==> src/rtl/reg_file_pkg.sv <==
// reg_file_pkg: shared constants, address type and index validity helper for the register file.
package reg_file_pkg;
  localparam int DATA_W_DEF = 32;
  localparam int NUM_REGS_DEF = 32;
  localparam int ZERO_REG = 0;
  typedef logic [$clog2(NUM_REGS_DEF)-1:0] reg_addr_t;
  function automatic logic valid_idx(input int idx, input int n);
    return idx != ZERO_REG && idx < n;
  endfunction
endpackage

==> src/rtl/reg_scoreboard.sv <==
// reg_scoreboard: per-register busy bits; a same-cycle issue overrides a write-back clear.
module reg_scoreboard import reg_file_pkg::*; #(
  parameter int NUM_REGS = NUM_REGS_DEF,
  parameter int ADDR_W = $clog2(NUM_REGS)
) (
  input  logic              clk,
  input  logic              rst,
  input  logic              set,
  input  logic [ADDR_W-1:0] set_addr,
  input  logic              clr,
  input  logic [ADDR_W-1:0] clr_addr,
  input  logic [ADDR_W-1:0] addr_a,
  input  logic [ADDR_W-1:0] addr_b,
  output logic              a_busy,
  output logic              b_busy
);
  logic [NUM_REGS-1:0] busy;
  always_ff @(posedge clk or posedge rst)
    if (rst) busy <= '0;
    else
      for (int i = 1; i < NUM_REGS; i++)
        if (set && int'(set_addr) == i) busy[i] <= 1'b1;
        else if (clr && int'(clr_addr) == i) busy[i] <= 1'b0;
  assign a_busy = valid_idx(int'(addr_a), NUM_REGS) && busy[addr_a];
  assign b_busy = valid_idx(int'(addr_b), NUM_REGS) && busy[addr_b];
endmodule

==> src/rtl/reg_file.sv <==
// reg_file: 2-read/1-write register file with r0 hardwired to zero and a RAW busy scoreboard.
// Define REG_FILE_BYPASS_EN to forward same-cycle write-back data to the read ports.
module reg_file import reg_file_pkg::*; #(
  parameter int DATA_W = DATA_W_DEF,
  parameter int NUM_REGS = NUM_REGS_DEF,
  parameter int ADDR_W = $clog2(NUM_REGS)
) (
  input  logic              clk,
  input  logic              rst,
  input  logic [ADDR_W-1:0] addr_a,
  input  logic [ADDR_W-1:0] addr_b,
  output logic [DATA_W-1:0] a,
  output logic [DATA_W-1:0] b,
  output logic              a_busy,
  output logic              b_busy,
  input  logic              write,
  input  logic [ADDR_W-1:0] addr_d,
  input  logic [DATA_W-1:0] data,
  input  logic              issue,
  input  logic [ADDR_W-1:0] issue_addr
);
  logic [DATA_W-1:0] regs [NUM_REGS];
  logic ok_a, ok_b, sb_a_busy, sb_b_busy;
  assign ok_a = valid_idx(int'(addr_a), NUM_REGS);
  assign ok_b = valid_idx(int'(addr_b), NUM_REGS);
  always_ff @(posedge clk or posedge rst)
    if (rst) for (int i = 0; i < NUM_REGS; i++) regs[i] <= '0;
    else if (write && valid_idx(int'(addr_d), NUM_REGS)) regs[addr_d] <= data;
  reg_scoreboard #(.NUM_REGS(NUM_REGS), .ADDR_W(ADDR_W)) u_sb (
    .clk(clk), .rst(rst),
    .set(issue), .set_addr(issue_addr),
    .clr(write), .clr_addr(addr_d),
    .addr_a(addr_a), .addr_b(addr_b),
    .a_busy(sb_a_busy), .b_busy(sb_b_busy)
  );
`ifdef REG_FILE_BYPASS_EN
  logic hit_a, hit_b;
  assign hit_a = !rst && write && ok_a && addr_d == addr_a;
  assign hit_b = !rst && write && ok_b && addr_d == addr_b;
  assign a = hit_a ? data : ok_a ? regs[addr_a] : '0;
  assign b = hit_b ? data : ok_b ? regs[addr_b] : '0;
  // a same-cycle issue to the forwarded register keeps it busy
  assign a_busy = hit_a ? issue && issue_addr == addr_a : sb_a_busy;
  assign b_busy = hit_b ? issue && issue_addr == addr_b : sb_b_busy;
`else
  assign a = ok_a ? regs[addr_a] : '0;
  assign b = ok_b ? regs[addr_b] : '0;
  assign a_busy = sb_a_busy;
  assign b_busy = sb_b_busy;
`endif
endmodule
==> config.mk <==
export PLATFORM = sky130hd
export DESIGN_NAME = reg_file
export DESIGN_NICKNAME = d
export VERILOG_FILES = /design/src/rtl/reg_file_pkg.sv /design/src/rtl/reg_scoreboard.sv /design/src/rtl/reg_file.sv
export SDC_FILE = /design/constraint.sdc
export NUM_CORES = 2
export LEC_CHECK = 0
export ABC_AREA = 1
export BUFFER_PORTS_ARGS = -buffer_cell sky130_fd_sc_hd__buf_2
export CORE_MARGIN = 2
export CORE_UTILIZATION = 25
export DETAILED_ROUTE_END_ITERATION = 8
export SLEW_MARGIN = 25
export SYNTH_ARGS = -nofsm -noshare
export SYNTH_HDL_FRONTEND = slang
export SYNTH_SLANG_ARGS = --single-unit
==> constraint.sdc <==
create_clock -name clk -period 39 [get_ports clk]
set_input_delay 7.8 -clock clk [delete_from_list [all_inputs] [get_ports clk]]
set_output_delay 7.8 -clock clk [all_outputs]
set_load 0.02 [all_outputs]
==> impl_metrics.env <==
export IMPL_status="finished, final reports clean"
export IMPL_max_vdd_ir_drop_mv=0.0370
export IMPL_max_freq_mhz=49.5
export IMPL_critPathTopFamily="buffers and inverters"
export IMPL_r2r_slack_ps=38240
export IMPL_multi_input_area_um2=27900
export IMPL_dp_hpwl_mm=143
export IMPL_dieWidth_um=493
export IMPL_synth_cells=8809
export IMPL_drc=0
export IMPL_crit_cells=14
export IMPL_final_common_cell="nand2_1"
export IMPL_netlist_top_cells_area="dfrtp_1 44%, nand2_1 22%, o21ai_0 9.1%"
export IMPL_routed_via_density=5.02
export IMPL_hold_path_endpoint="regs[1008]$_DFFE_PP0P_"
export IMPL_rows=179
export IMPL_io_pins=122
export IMPL_firstDrtPassIters=6
export IMPL_synth_top_area_cell="dfrtp_1"
export IMPL_yosysWarnings=1
export IMPL_layout_common_cells="3466 x nand2_1, 1087 x o21ai_0, 1075 x nand3_1"
export IMPL_dr_total_vias=58888
export IMPL_fin_crit_sh_pct=51.8
export IMPL_clk_latency_ps=770
export IMPL_synth_cell_area_um2=59700
export IMPL_cap_violations=0
export IMPL_ys_ff_latch=1055
export IMPL_slew_headroom_pct=25.3
export IMPL_clockBufferDepth=3
export IMPL_avgSynthCellArea_um2=6.77
export IMPL_powerDensity_nw_per_um2=49.5
export IMPL_critPathKind="in2out"
export IMPL_post_cts_resized=0
export IMPL_crit_arrival_ps=12400
export IMPL_wl_per_cell_um=21.7
export IMPL_design_power_total_mw=3.26
export IMPL_grt_pass1_wl_mm=377
export IMPL_setup_tns_ps=0
export IMPL_cp_end_kind="primary output"
export IMPL_path_max_fanout=85
export IMPL_path_buf_inv=6
export IMPL_post_cts_buffers=0
export IMPL_start_kind="input pin"
export IMPL_grt_start_max_net_pins=169
export IMPL_gr_total_overflow=0
export IMPL_drive_above_1_share_pct=5.71
export IMPL_layout_nets=8485
export IMPL_critPathMaxStageDelay_ps=870
export IMPL_cp_cell_sequence="buf_8 -> inv_8 -> buf_4 -> buf_4 -> buf_4 -> nand2_1 -> nand3_1 -> nand3_1 -> nand2_1 -> nand2_1 -> nand3_1 -> nand2_1 -> nor2_1 -> buf_2"
export IMPL_cts_clk_slew_worst_paths_ps=60
export IMPL_r2r_cells=2
export IMPL_hold_violations=0
export IMPL_fin_crit_ps=20200
export IMPL_hp_class="reg2reg"
export IMPL_routed_wl_mm=255
export IMPL_cts_buffers=109
export IMPL_final_core_util_pct=27.7
export IMPL_grt_pass1_vias=55744
export IMPL_drt_initial_drc_count=6905
export IMPL_final_antenna_net_count=0
export IMPL_antenna_found_initial=30
export IMPL_tightestPinTransition_ps=1120
export IMPL_final_setup_skew_ps=0
export IMPL_seq_area_um2=26400
export IMPL_yosysTopAreaCellShare_pct=44.2
export IMPL_core_area_um2=238000
export IMPL_worstPathRequired_ps=31200
export IMPL_hp_start="regs[1008]$_DFFE_PP0P_"
export IMPL_holdPathStages=0
export IMPL_crit_path_frequent_cell="nand2_1"
export IMPL_numPortBuffers=121
export IMPL_start_util_pct=25.1
export IMPL_r2r_start="regs[261]$_DFFE_PP0P_"
export IMPL_dieHeight_um=493
export IMPL_die_area_um2=243000
export IMPL_cts_hold_buffers=0
export IMPL_yosysSeqAreaShare_pct=44.2
export IMPL_cts_tree="done"
export IMPL_grt_setup_unrepaired="no"
export IMPL_r2r_end="regs[261]$_DFFE_PP0P_"
export IMPL_p_leak_nw=30.7
export IMPL_ys_types=26
export IMPL_synth_fp_nets=8865
export IMPL_cts_sinks=1055
export IMPL_grt_util_all_layers_pct=20.5
export IMPL_cts_root_buf="clkbuf_16"
export IMPL_fillCellCount=26068
export IMPL_gp_congestion=0.872
export IMPL_synthToLayoutAreaGrowth_pct=10.2
export IMPL_htreeDepth=3
export IMPL_slew_violations=0
export IMPL_crit_path_top_delay_cell="buf_4"
export IMPL_setup_viol=0
==> worst max-delay path by stage <==
stage | slack, ps | start | endpoint
6_report | 18800 | addr_b[0] | b[25]
4_1_cts | 18930 | addr_b[0] | b[25]
3_3_place_gp | 18910 | addr_b[0] | b[25]
5_1_grt | 18580 | addr_b[0] | b[25]
3_5_place_dp | 18940 | addr_b[0] | b[25]
2_1_floorplan | 1500 | rst | regs[0]$_DFFE_PP0P_
==> cell usage after synthesis, drive strengths merged <==
master / instances
a21oi: 175
a22o: 3
buf: 413
clkbuf: 308
clkinv: 1
dfrtp: 1055
inv: 540
nand2: 3467
nand3: 1077
nand3b: 1
nand4: 23
nor2: 501
nor3: 2
o211ai: 49
o21ai: 1191
o32ai: 1
or2: 2
==> area by class of cell <==
| type | count | area share [%] |
|---|---|---|
| multi-input cells | 6492 | 42.4 |
| flip-flops and latches | 1055 | 40.1 |
| well taps | 3167 | 6.03 |
| clock buffers | 152 | 4.82 |
| inverters | 541 | 3.16 |
| repair buffers | 230 | 2.41 |
| clock inverters | 48 | 0.917 |
| diodes | 36 | 0.137 |
==> metrics by stage <==
| stage | hold WS, ps | instances | instance area, um2 | setup slack (ps) |
|---|---|---|---|---|
| floorplan | 451 | 8809 | 59700 | 1500 |
| global placement | 389 | 11484 | 61900 | 18910 |
| detailed placement | 389 | 11484 | 61900 | 18940 |
| CTS | 404 | 11684 | 65600 | 18930 |
| global route | 414 | 11717 | 65700 | 18580 |
| finish | 401 | 11721 | 65800 | 18800 |
==> layer usage <==
| layer | track usage (%) | share of wire, % |
|---|---|---|
| met1 | 25.4 | 39 |
| met3 | 3.66 | 8.8 |
| met4 | 13.4 | 7.2 |
| met2 | 32.9 | 45 |
| met5 | 0 | 0.037 |
==> cells by family (layout without fill, tap and decap cells) <==
family	count (synthesis)	after routing	synth area share (%)
buffers and inverters	1262	971	9.19
AND/OR/NAND/NOR	5073	5073	34.4
flip-flops	1055	1055	44.2
other	0	36	0
AO/OA/AOI/OAI	1419	1419	12.1
==> sequential cells by signal (all words and copies together) (netlist names) <==
register   cells
u_sb.busy     31
regs        1024
==> power breakdown <==
group,internal [mW],switching [mW],total (mW)
clock,0.640,0.490,1.13
sequential,1.32,0.146,1.46
combinational,0.219,0.446,0.665
total,2.17,1.08,3.26
(Power assumes the default switching activity.)
